## src/rtl/i2c_config_sequencer_if.sv

```systemverilog
// Write-request channel between the config sequencer (master) and the i2cInterface write engine (slave).
interface i2c_config_sequencer_if;
  logic [7:0] slaveAddress;
  logic [7:0] dataAddress;
  logic [7:0] data;
  logic       i2cStart;
  logic       i2cDone;
  logic       i2cAckError;

  modport master (
    output slaveAddress, dataAddress, data, i2cStart,
    input  i2cDone, i2cAckError
  );

  modport slave (
    input  slaveAddress, dataAddress, data, i2cStart,
    output i2cDone, i2cAckError
  );
endinterface

```

## src/rtl/i2c_config_sequencer.sv

```systemverilog
// Walks a ROM table of {regAddr, regData} pairs and issues one I2C register write per entry,
// retrying failed or timed-out writes and reporting overall done/error.
module i2c_config_sequencer #(
  parameter logic [7:0]  SLAVE_ADDR     = 8'h72,
  parameter int          NUM_REGS       = 32,
  parameter int          IDX_W          = 6,
  parameter logic [19:0] POWERUP_WAIT   = 20'd1000,
  parameter int          START_CYCLES   = 4,
  parameter logic [15:0] TIMEOUT_CYCLES = 16'd2000,
  parameter int          RETRY_LIMIT    = 3
) (
  input  logic                   clockIn,
  input  logic                   reset_n,
  input  logic                   configRestart,
  output logic [IDX_W-1:0]       tableIndex,
  input  logic [15:0]            tableData,
  i2c_config_sequencer_if.master i2c,
  output logic                   configBusy,
  output logic                   configDone,
  output logic                   configError,
  output logic [IDX_W-1:0]       failIndex
);

  typedef enum logic [3:0] {
    PWR_WAIT,
    FETCH,
    LATCH,
    START_HI,
    START_LO,
    WAIT_DONE,
    RETRY,
    NEXT,
    DONE,
    ERROR
  } stateType;

  localparam int START_W = $clog2(START_CYCLES + 1);
  localparam int RETRY_W = $clog2(RETRY_LIMIT + 1);

  localparam logic [START_W-1:0] START_LAST   = START_W'(START_CYCLES - 1);
  localparam logic [RETRY_W-1:0] RETRY_LAST   = RETRY_W'(RETRY_LIMIT - 1);
  localparam logic [IDX_W-1:0]   INDEX_LAST   = IDX_W'(NUM_REGS - 1);
  localparam logic [19:0]        PWR_LAST     = POWERUP_WAIT - 20'd1;
  localparam logic [15:0]        TIMEOUT_LAST = TIMEOUT_CYCLES - 16'd1;
  localparam logic [15:0]        SENTINEL     = 16'hFFFF;

  stateType           state;
  stateType           nextState;
  logic [IDX_W-1:0]   index;
  logic [19:0]        pwrCnt;
  logic [START_W-1:0] startCnt;
  logic [15:0]        timeoutCnt;
  logic [RETRY_W-1:0] retryCnt;
  logic [7:0]         regAddr;
  logic [7:0]         regData;

  // NOTE: asynchronous reset puts the FSM straight into PWR_WAIT, so i2cStart
  // (decoded from state) drops the instant reset_n falls, without waiting for a clock.
  always_ff @(posedge clockIn or negedge reset_n) begin
    if (!reset_n) begin
      state <= PWR_WAIT;
    end else begin
      // NOTE: non-blocking assignment for every registered signal, so all
      // flops update together from values sampled before the edge.
      state <= nextState;
    end
  end

  always_comb begin
    // NOTE: default first so every path assigns nextState and no latch is inferred.
    nextState = state;
    case (state)
      PWR_WAIT:  if (pwrCnt >= PWR_LAST) nextState = FETCH;
      FETCH:     nextState = LATCH;
      LATCH:     nextState = (tableData == SENTINEL) ? DONE : START_HI;
      START_HI:  if (startCnt >= START_LAST) nextState = START_LO;
      START_LO:  nextState = WAIT_DONE;
      WAIT_DONE: begin
        if (i2c.i2cDone && !i2c.i2cAckError) begin
          nextState = NEXT;
        end else if (i2c.i2cDone || (timeoutCnt >= TIMEOUT_LAST)) begin
          nextState = RETRY;
        end
      end
      RETRY:     nextState = (retryCnt < RETRY_LAST) ? START_HI : ERROR;
      NEXT:      nextState = (index == INDEX_LAST) ? DONE : FETCH;
      DONE,
      ERROR:     if (configRestart) nextState = FETCH;
      default:   nextState = PWR_WAIT;
    endcase
  end

  always_ff @(posedge clockIn or negedge reset_n) begin
    if (!reset_n) begin
      index      <= '0;
      pwrCnt     <= '0;
      startCnt   <= '0;
      timeoutCnt <= '0;
      retryCnt   <= '0;
      regAddr    <= '0;
      regData    <= '0;
      failIndex  <= '0;
    end else begin
      if ((state == PWR_WAIT) && (pwrCnt < PWR_LAST)) begin
        pwrCnt <= pwrCnt + 20'd1;
      end

      if (state == START_HI) begin
        if (startCnt < START_LAST) startCnt <= startCnt + 1'b1;
      end else begin
        startCnt <= '0;
      end

      // Counts cycles since i2cStart fell; cleared everywhere outside WAIT_DONE, including START_LO.
      if (state == WAIT_DONE) begin
        if (timeoutCnt < TIMEOUT_LAST) timeoutCnt <= timeoutCnt + 16'd1;
      end else begin
        timeoutCnt <= '0;
      end

      case (state)
        LATCH: begin
          regAddr  <= tableData[15:8];
          regData  <= tableData[7:0];
          retryCnt <= '0;
        end
        RETRY: begin
          if (retryCnt < RETRY_LAST) begin
            retryCnt <= retryCnt + 1'b1;
          end else begin
            failIndex <= index;
          end
        end
        NEXT: begin
          if (index != INDEX_LAST) index <= index + 1'b1;
        end
        DONE, ERROR: begin
          if (configRestart) begin
            index     <= '0;
            failIndex <= '0;
          end
        end
        default: ;
      endcase
    end
  end

  assign tableIndex       = index;
  assign i2c.slaveAddress = {SLAVE_ADDR[7:1], 1'b0};
  assign i2c.dataAddress  = regAddr;
  assign i2c.data         = regData;
  assign i2c.i2cStart     = (state == START_HI);
  assign configBusy       = (state != DONE) && (state != ERROR);
  assign configDone       = (state == DONE);
  assign configError      = (state == ERROR);

endmodule
```

## src/flat_wrapper.sv

```systemverilog
// flat-port wrapper written by rule: the top's interface ports become plain ports
module i2c_config_sequencer_flat 
#(
  parameter logic [7:0]  SLAVE_ADDR     = 8'h72,
  parameter int          NUM_REGS       = 32,
  parameter int          IDX_W          = 6,
  parameter logic [19:0] POWERUP_WAIT   = 20'd1000,
  parameter int          START_CYCLES   = 4,
  parameter logic [15:0] TIMEOUT_CYCLES = 16'd2000,
  parameter int          RETRY_LIMIT    = 3
)
  (clockIn, reset_n, configRestart, tableIndex, tableData, configBusy, configDone, configError, failIndex, i2c_slaveAddress, i2c_dataAddress, i2c_data, i2c_i2cStart, i2c_i2cDone, i2c_i2cAckError);
  i2c_config_sequencer_if i2c_i ();
  input  logic clockIn;
  input  logic reset_n;
  input  logic configRestart;
  output logic [IDX_W-1:0] tableIndex;
  input  logic [15:0] tableData;
  output logic configBusy;
  output logic configDone;
  output logic configError;
  output logic [IDX_W-1:0] failIndex;
  output wire logic [$bits(i2c_i.slaveAddress)-1:0] i2c_slaveAddress;
  output wire logic [$bits(i2c_i.dataAddress)-1:0] i2c_dataAddress;
  output wire logic [$bits(i2c_i.data)-1:0] i2c_data;
  output wire logic [$bits(i2c_i.i2cStart)-1:0] i2c_i2cStart;
  input wire logic [$bits(i2c_i.i2cDone)-1:0] i2c_i2cDone;
  input wire logic [$bits(i2c_i.i2cAckError)-1:0] i2c_i2cAckError;
  assign i2c_slaveAddress = i2c_i.slaveAddress;
  assign i2c_dataAddress = i2c_i.dataAddress;
  assign i2c_data = i2c_i.data;
  assign i2c_i2cStart = i2c_i.i2cStart;
  assign i2c_i.i2cDone = i2c_i2cDone;
  assign i2c_i.i2cAckError = i2c_i2cAckError;
  i2c_config_sequencer #(.SLAVE_ADDR(SLAVE_ADDR), .NUM_REGS(NUM_REGS), .IDX_W(IDX_W), .POWERUP_WAIT(POWERUP_WAIT), .START_CYCLES(START_CYCLES), .TIMEOUT_CYCLES(TIMEOUT_CYCLES), .RETRY_LIMIT(RETRY_LIMIT)) u_core (.clockIn(clockIn), .reset_n(reset_n), .configRestart(configRestart), .tableIndex(tableIndex), .tableData(tableData), .i2c(i2c_i), .configBusy(configBusy), .configDone(configDone), .configError(configError), .failIndex(failIndex));
endmodule
```

## config.mk

```make
export PLATFORM = sky130hd
export DESIGN_NAME = i2c_config_sequencer_flat
export DESIGN_NICKNAME = d
export VERILOG_FILES = /design/src/rtl/i2c_config_sequencer_if.sv /design/src/rtl/i2c_config_sequencer.sv /design/src/flat_wrapper.sv
export SDC_FILE = /design/constraint.sdc
export NUM_CORES = 1
export LEC_CHECK = 0
export ABC_CLOCK_PERIOD_IN_PS = 2070
export BUFFER_PORTS_ARGS = -buffer_cell sky130_fd_sc_hd__buf_2
export CORE_MARGIN = 8
export CORE_UTILIZATION = 51
export DETAILED_ROUTE_END_ITERATION = 10
export GPL_ROUTABILITY_DRIVEN = 0
export PLACE_DENSITY = 0.74
export SYNTH_ARGS = -nofsm -noshare
export SYNTH_HDL_FRONTEND = slang
export SYNTH_SLANG_ARGS = --single-unit
```

## constraint.sdc

```tcl
create_clock -name clockIn -period 2.07 [get_ports clockIn]
set_clock_uncertainty 0.1 [all_clocks]
set_input_delay 0.207 -clock clockIn [delete_from_list [all_inputs] [get_ports clockIn]]
set_output_delay 0.207 -clock clockIn [all_outputs]
set_load 0.005 [all_outputs]
```

==> results of run 1 <==
==> stage by stage <==
step	hold slack (ns)	std cells	setup TNS, ns	util
2_1_floorplan	-0.1886	318	0	-
3_3_place_gp	0.1648	441	-1.637	0.5712
3_5_place_dp	0.1637	441	-2.239	0.5712
4_1_cts	0.0009046	472	0	0.6245
5_1_grt	0.01711	473	0	0.6284
6_report	0.02240	473	0	0.6284
==> cell type report <==
cell class                 count  area, sq um  share of cell area
sequential                    73         1828              0.4378
multi-input combinational    211         1441              0.3452
timing repair buffer          88        590.6              0.1414
clock buffer                   9        123.9             0.02967
tap                           80        100.1             0.02397
clock inverter                 6        68.82             0.01648
inverter                       6        22.52            0.005394
==> flip-flops by register name, indices dropped and copies added, names as in the netlist <==
register / count
u_core.pwrCnt: 20
u_core.tableIndex: 6
u_core.startCnt: 3
u_core.i2c.data: 8
u_core.timeoutCnt: 16
u_core.failIndex: 6
u_core.retryCnt: 2
u_core.i2c.dataAddress: 8
u_core.state: 4
==> synth_stat cells, types with 2 or more instances <==
library cell,count
sky130_fd_sc_hd__buf_2,2
sky130_fd_sc_hd__a211oi_1,3
sky130_fd_sc_hd__a21oi_1,9
sky130_fd_sc_hd__nand2b_1,3
sky130_fd_sc_hd__a21oi_4,2
sky130_fd_sc_hd__nand4_1,13
sky130_fd_sc_hd__clkbuf_1,13
sky130_fd_sc_hd__nor4_1,6
sky130_fd_sc_hd__mux2_2,17
sky130_fd_sc_hd__and4_1,2
sky130_fd_sc_hd__nor4b_2,2
sky130_fd_sc_hd__mux2i_1,5
sky130_fd_sc_hd__and3_1,3
sky130_fd_sc_hd__nand3_1,5
sky130_fd_sc_hd__nand2_1,31
sky130_fd_sc_hd__nor2_1,29
sky130_fd_sc_hd__dfrtp_1,73
sky130_fd_sc_hd__and2_1,6
sky130_fd_sc_hd__nor2b_1,3
sky130_fd_sc_hd__buf_6,3
sky130_fd_sc_hd__nor4_2,2
sky130_fd_sc_hd__nor3_1,7
sky130_fd_sc_hd__o21ai_0,14
sky130_fd_sc_hd__ha_1,5
sky130_fd_sc_hd__nor4_4,2
sky130_fd_sc_hd__buf_4,10
sky130_fd_sc_hd__inv_1,4
sky130_fd_sc_hd__xnor2_1,16
sky130_fd_sc_hd__inv_2,2
sky130_fd_sc_hd__conb_1,2
==> cells by family (layout without fill, tap and decap cells) <==
logic type	count (synthesis)	after routing	synth area share
adder cells (fa/ha/maj)	5	5	0.01834
flip-flops	73	73	0.5354
multiplexers	22	22	0.07077
AO/OA/AOI/OAI	37	37	0.07298
XOR/XNOR	17	17	0.04364
buffers and inverters	34	109	0.05574
AND/OR/NAND/NOR	122	122	0.2010
other	2	8	0.002201
==> power by group through the flow <==
stage                     logic, W  registers, W  clock network [W]
after floorplan            0.00102       0.00209                  0
after global placement     0.00152       0.00214                  0
after detailed placement   0.00157       0.00216                  0
after CTS                  0.00159       0.00213            0.00112
after global routing       0.00175       0.00220            0.00118
final                      0.00157       0.00214            0.00109
==> metal layers <==
layer	wire length, um	track usage	vias up	part of all wire
met5	0	0	-	0
met4	202	0.08873	0	0.028
met3	392	0.04267	16	0.054
met2	3534	0.2551	94	0.49
met1	3111	0.1878	1227	0.43
li1	-	-	1220	-
==> path summary, 6_finish.rpt <==
check | from | end | cells after the start
max in group asynchronous | reset_n | u_core.pwrCnt[0]$_DFFE_PN0P_ | 3
worst min-delay path | tableData[12] | u_core.i2c.dataAddress[4]$_DFFE_PN0P_ | 2
worst min register to register | u_core.pwrCnt[15]$_DFFE_PN0P_ | u_core.pwrCnt[15]$_DFFE_PN0P_ | 0
worst max-delay path | u_core.timeoutCnt[0]$_DFFE_PN0P_ | u_core.timeoutCnt[5]$_DFFE_PN0P_ | 7
worst max register to register | u_core.timeoutCnt[0]$_DFFE_PN0P_ | u_core.timeoutCnt[5]$_DFFE_PN0P_ | 7
min in group asynchronous | reset_n | u_core.failIndex[0]$_DFFE_PN0P_ | 3
==> what timing repair did <==
item,CTS,global route
endpoints found under the setup margin,13,4
resized for setup,1,4
endpoints found under the hold margin,85,1
hold buffers,13,1
gates cloned,0,0
setup buffers,3,0
pin swaps,1,2
==> impl_summary.txt, run 1 <==
----------------------------------------------------
[CTS]
  Clk Latency, worst-skew pair ... 0.35 ns
  TritonCTS clock tree ... done
  Root buffer selected by CTS ... sky130_fd_sc_hd__clkbuf_8
  Clock sink count ... 73
  Number of buffers inserted during clock tree synthesis ... 9
  Worst-case clock buffer depth ... 2
  Deepest level of the CTS H-tree ... 3
  Register clock-pin slew on the reported worst setup and hold paths ... 0.08 ns

[STA]
  Maximum frequency from static timing analysis ... between 500 and 600 MHz
  Final Setup Violations ... 0
  Setup repair after global routing missed its margin ... false
  Slew HR ... 0.6672
  Transition time of the tightest slew-check pin ... roughly 0.49 ns
  Count of final hold-check violations ... 0
  Period utilization ... 0.9491
  Pins over their slew limit ... 0
  Smallest setup slack after layout ... 0.1054 ns
  Final critical-path required period ... roughly 2 ns

[GRT]
  Number of antenna violations at the first check in global routing ... 0
  Global-route wire length before repair ... 12310 um
  Grt total ovfl ... 0
  Via count of the first global-routing pass ... roughly 2600
  GRT Total Usage ... 0.1584
  Largest net degree at the start of global routing ... 74

[Layout]
  # nets final ... approximately 420
  Post-route standard cell area excluding fillers ... 4175 sq um
  # diodes ... 0
  Filler cells ... 516
  Share of final-layout standard cells stronger than drive strength 1 ... 0.3181
  Leading cell types in the layout, fill and taps excluded ... 72 x sky130_fd_sc_hd__dfrtp_1, 52 x sky130_fd_sc_hd__buf_2, 30 x sky130_fd_sc_hd__nand2_1
  Most frequent standard cell in the layout excluding fill and tap cells ... sky130_fd_sc_hd__dfrtp_1
  Area delta synth->final ... 22.37%

[Floorplan]
  Overall die height ... about 98 um
  Number of rows created at floorplan ... 30
  Width of the chip ... 97.80 um
  Initial Utilization ... 0.5136
  Top-level I/O count ... 61
  Area of the die ... roughly 9600 sq um
  Area of the core region ... 6644 sq um

[Worst setup path]
  Maximum net fanout on the critical path ... 4
  Endpoint arrival time on the critical path ... approximately 2.1 ns
  CP Cell Sequence ... ha_1 -> a311oi_2 -> nor4b_4 -> buf_4 -> nor4_2 -> xnor2_1 -> nor2_1
  Kind of critical path ... register to register
  Cell family with most CP delay ... simple AND/OR/NAND/NOR gates
  Worst-case register-to-register setup slack ... ~0.11 ns
  Worst setup EP type ... register
  Combined buffer and inverter count along the critical path ... 1
  Crit path max-delay cell type ... sky130_fd_sc_hd__dfrtp_1
  Critical path startpoint category ... register
  CP max stage delay ... between 0.3 and 0.4 ns
  Critical path data required time ... 2.20 ns

[Logic synthesis]
  Biggest area consumer among synthesized cells ... sky130_fd_sc_hd__dfrtp_1
  Average instance area after synthesis ... 10.94 sq um
  Share of flip-flops with an asynchronous set or reset ... 1.000
  Synth warn ... 0
  Gate count of the mapped netlist ... 312
  Prevailing post-synth register cell ... sky130_fd_sc_hd__dfrtp_1
  Synth Register Bits ... 73
  Synth Cell Area ... 3412 sq um
  Count of distinct cell types in the synthesized netlist ... between 40 and 50
  Area fraction of the dominant cell type after synthesis ... 0.5354
  Count of flip-flops with a built-in enable after synthesis ... 0
  Part of the Yosys area used for sequential elements ... 0.5354
  Leading cell types by total area after synthesis ... sky130_fd_sc_hd__dfrtp_1 54%, sky130_fd_sc_hd__mux2_2 5.6%, sky130_fd_sc_hd__xnor2_1 4.1%

[Drt]
  Routed Antenna Nets ... 0
  Drt initial violations ... 98
  First-pass iteration count of the detailed router ... 4
  Vias/cell ... 5.406
  Via count ... 2557
  Drc violations ... 0
  Routed Wire Length ... 7240 um
  Per-cell routed wire length ... 15.31 um

[Min path]
  Type of the tightest min-delay check ... input port to register

[Flow run]
  Maximum capacitance violations ... 0

[Placement]
  Placement-stage worst setup slack ... -0.3752 ns
  Count of input and output buffers ... between 50 and 60
  Post-DP Area ... 3795 sq um
  HPWL reported at the end of detailed placement ... around 4800 um

[Power]
  Total power after layout ... 0.004800 W
  Power Density ... 1150 nW/um^2
  Clock network fraction of design power ... 0.227
  Fraction of power consumed by sequential logic ... 0.445
  Internal Pwr Total ... about 0.0032 W
  Max VDD drop ... between 700 and 800 uV
  Reported leakage power ... about 1.9 nW
  Net switching power figure ... roughly 0.0016 W
  Switching Share ... 0.3374
  Part of the total power dissipated in combinational logic ... 0.327

[Run status]
  Outcome ... finished clean

----------------------------------------------------
Note: power is estimated with default switching activity, not from simulation.
==> run 2, diff against run 1 <==
--- a/config.mk
+++ b/config.mk
@@ -8,10 +8,10 @@
 export ABC_CLOCK_PERIOD_IN_PS = 2070
 export BUFFER_PORTS_ARGS = -buffer_cell sky130_fd_sc_hd__buf_2
 export CORE_MARGIN = 8
-export CORE_UTILIZATION = 51
+export CORE_UTILIZATION = 55
 export DETAILED_ROUTE_END_ITERATION = 10
 export GPL_ROUTABILITY_DRIVEN = 0
-export PLACE_DENSITY = 0.74
+export PLACE_DENSITY = 0.79
 export SYNTH_ARGS = -nofsm -noshare
 export SYNTH_HDL_FRONTEND = slang
 export SYNTH_SLANG_ARGS = --single-unit
==> run 2 against run 1 <==
Effect of this change:
- first-iteration DRC count grew 18%
- critical path depth is the same
- sequential share of layout area grew 0.33 points
- clock-buffer cell count is the same
- register-to-register slack is essentially flat
- sequential power is essentially flat
==> impl_summary.txt, run 2 (synthesized netlist as in run 1, its figures left out) <==
----------------------------------------------------
[Floorplan]
  Top-level I/O count ... 61 (unchanged)
  Number of rows created at floorplan ... 28 (-6.7%)
  Area of the die ... 8980 sq um (-6.1%)
  Width of the chip ... 94.77 um (-3.1%)
  Area of the core region ... 5956 sq um (-10%)
  Overall die height ... 94.77 um (-3.1%)
  Initial Utilization ... 0.5729 (+0.05934)

[Min path]
  Type of the tightest min-delay check ... input port to register
  Cell count of the worst hold path ... 2 (unchanged)
  Endpoint of the worst hold-timing path ... u_core.i2c.dataAddress[2]$_DFFE_PN0P_
  Worst hold start ... tableData[10]

[CTS]
  Deepest level of the CTS H-tree ... 3 (unchanged)
  TritonCTS clock tree ... done
  Clock sink count ... 73 (unchanged)
  Register clock-pin slew on the reported worst setup and hold paths ... 0.08 ns (about the same)
  Root buffer selected by CTS ... sky130_fd_sc_hd__clkbuf_8
  Worst-case clock buffer depth ... 2 (unchanged)
  Number of buffers inserted during clock tree synthesis ... 9 (unchanged)
  Clk Latency, worst-skew pair ... 0.34 ns (about the same)

[STA]
  Pins over their slew limit ... 0 (unchanged)
  Period utilization ... 0.9558 (+0.006772)
  Final Setup Violations ... 0 (unchanged)
  Slew HR ... 0.6594 (-0.007789)
  Transition time of the tightest slew-check pin ... 0.5063 ns (+0.01158 ns)
  Final critical-path required period ... 1.979 ns (+0.01402 ns)
  Setup repair after global routing missed its margin ... true
  Count of final hold-check violations ... 0 (unchanged)
  Maximum frequency from static timing analysis ... 505.4 MHz (-0.71%)

[GRT]
  Number of antenna violations at the first check in global routing ... 0 (unchanged)
  Largest net degree at the start of global routing ... 74 (unchanged)
  GRT Total Usage ... 0.1702 (+0.01182)
  Global-route wire length before repair ... 11950 um (-2.9%)
  Grt total ovfl ... 0 (unchanged)
  Via count of the first global-routing pass ... 2586 (+0.78%)

[Worst setup path]
  Combined buffer and inverter count along the critical path ... 1 (unchanged)
  Cell family with most CP delay ... simple AND/OR/NAND/NOR gates
  Launch point of the critical path ... u_core.timeoutCnt[0]$_DFFE_PN0P_
  Critical path startpoint category ... register
  Kind of critical path ... register to register
  Startpoint of the worst-slack reg-to-reg timing path ... u_core.timeoutCnt[0]$_DFFE_PN0P_
  Maximum net fanout on the critical path ... 8 (+4)
  Crit path max-delay cell type ... sky130_fd_sc_hd__dfrtp_1
  Worst-case register-to-register setup slack ... 0.09 ns (about the same)
  Worst setup EP type ... register
  Number of cells on the worst reg-to-reg path ... 7 (unchanged)
  CP Cell Sequence ... ha_1 -> a311oi_2 -> nor4b_4 -> buf_4 -> nor4_2 -> xnor2_1 -> nor2_1
  CP max stage delay ... 0.40 ns (about the same)
  End of the worst register-to-register path ... u_core.timeoutCnt[5]$_DFFE_PN0P_
  Critical path data required time ... 2.20 ns (about the same)
  Endpoint arrival time on the critical path ... 2.11 ns (about the same)

[Drt]
  Per-cell routed wire length ... 15.67 um (+2.4%)
  Routed Antenna Nets ... 0 (unchanged)
  Drc violations ... 0 (unchanged)
  Drt initial violations ... 116 (+18%)
  Routed Wire Length ... 7194 um (-0.64%)
  Via count ... 2494 (-2.5%)
  First-pass iteration count of the detailed router ... 4 (unchanged)
  Vias/cell ... 5.434 (+0.51%)

[Layout]
  Number of flip-flops in the largest register ... 20 (unchanged)
  # diodes ... 0 (unchanged)
  Biggest registers after layout ... u_core.pwrCnt: 20 flops, u_core.timeoutCnt: 16 flops
  Post-route standard cell area excluding fillers ... 4141 sq um (-0.81%)
  Share of final-layout standard cells stronger than drive strength 1 ... 0.3229 (+0.004851)
  Area delta synth->final ... 21.38%
  # nets final ... 406 (-2.2%)
  Most frequent standard cell in the layout excluding fill and tap cells ... sky130_fd_sc_hd__dfrtp_1
  Register containing the most flip-flops in the final layout ... u_core.pwrCnt
  Leading cell types in the layout, fill and taps excluded ... 73 x sky130_fd_sc_hd__dfrtp_1, 52 x sky130_fd_sc_hd__buf_2, 30 x sky130_fd_sc_hd__nand2_1

[Placement]
  Count of input and output buffers ... 52 (unchanged)
  HPWL reported at the end of detailed placement ... 4844 um (+0.95%)
  Post-DP Area ... 3789 sq um (-0.16%)

[Power]
  Total power after layout ... 0.004985 W (+3.8%)
  Reported leakage power ... 1.905 nW (-0.68%)
  Power Density ... 1204 nW/um^2 (+4.7%)
  Max VDD drop ... 950.5 uV (+25%)

[Flow run]
  Maximum capacitance violations ... 0 (unchanged)

[Run status]
  Outcome ... finished clean

----------------------------------------------------
-- run 2: cell types whose count changed in the layout (fill, tap and decap cells not counted), sizes merged --
cell / change
dlygate4sd3: -8
bufinv: +2
buf: -1
clkinv: -1
inv: -1
-- run 2: how the worst max path moves through the flow --
stage / to / slack, ns / cells after the start
3_5_place_dp: u_core.timeoutCnt[7]$_DFFE_PN0P_ / -0.32 / 7
6_report: u_core.timeoutCnt[5]$_DFFE_PN0P_ / 0.09 / 7
2_1_floorplan: u_core.timeoutCnt[9]$_DFFE_PN0P_ / 0.29 / 7
5_1_grt: u_core.timeoutCnt[5]$_DFFE_PN0P_ / 0.0003 / 7
3_3_place_gp: u_core.timeoutCnt[7]$_DFFE_PN0P_ / -0.19 / 7
4_1_cts: u_core.timeoutCnt[4]$_DFFE_PN0P_ / 0.02 / 7
-- run 2: area by class of cell --
class,count,area (sq um)
timing repair buffer,79,503.0
clock inverter,6,107.6
sequential,73,1827
inverter,6,22.52
clock buffer,9,123.9
fill,450,1814
tap,75,93.84
multi-input combinational,211,1464
-- run 2: repair_timing --
| action | CTS | global route |
|---|---|---|
| setup buffers | 2 | 0 |
| setup endpoints to repair | 12 | 4 |
| gates resized for setup | 1 | 6 |
| pin swaps | 1 | 1 |
| hold buffers | 2 | 4 |
| endpoints found under the hold margin | 74 | 4 |
-- run 2: through the flow --
step / utilization / instances / TNS [ns] / worst slack, ns / hold WS (ns)
after floorplan: - / 318 / 0 / 0.2852 / -0.1886
after global placement: 0.6361 / 436 / -0.6871 / -0.1909 / 0.1603
after detailed placement: 0.6361 / 436 / -1.935 / -0.3184 / 0.1629
after CTS: 0.6824 / 455 / 0 / 0.02360 / 0.0002245
after global routing: 0.6954 / 459 / 0 / 0.0003175 / 0.008444
final: 0.6954 / 459 / 0 / 0.09142 / 0.01581
-- run 2: metal layers --
| layer | up-vias | share of wire | global-route usage |
|---|---|---|---|
| li1 | 1199 | - | - |
| met1 | 1220 | 0.41 | 0.2016 |
| met2 | 61 | 0.51 | 0.2781 |
| met3 | 14 | 0.054 | 0.04127 |
| met4 | 0 | 0.021 | 0.09623 |
| met5 | - | 0 | 0 |
-- run 2: power breakdown --
part | internal [W] | switching (W) | total (W)
Clock | 0.000789 | 0.000524 | 0.00131
Sequential | 0.00180 | 0.000336 | 0.00214
Combinational | 0.000796 | 0.000736 | 0.00153
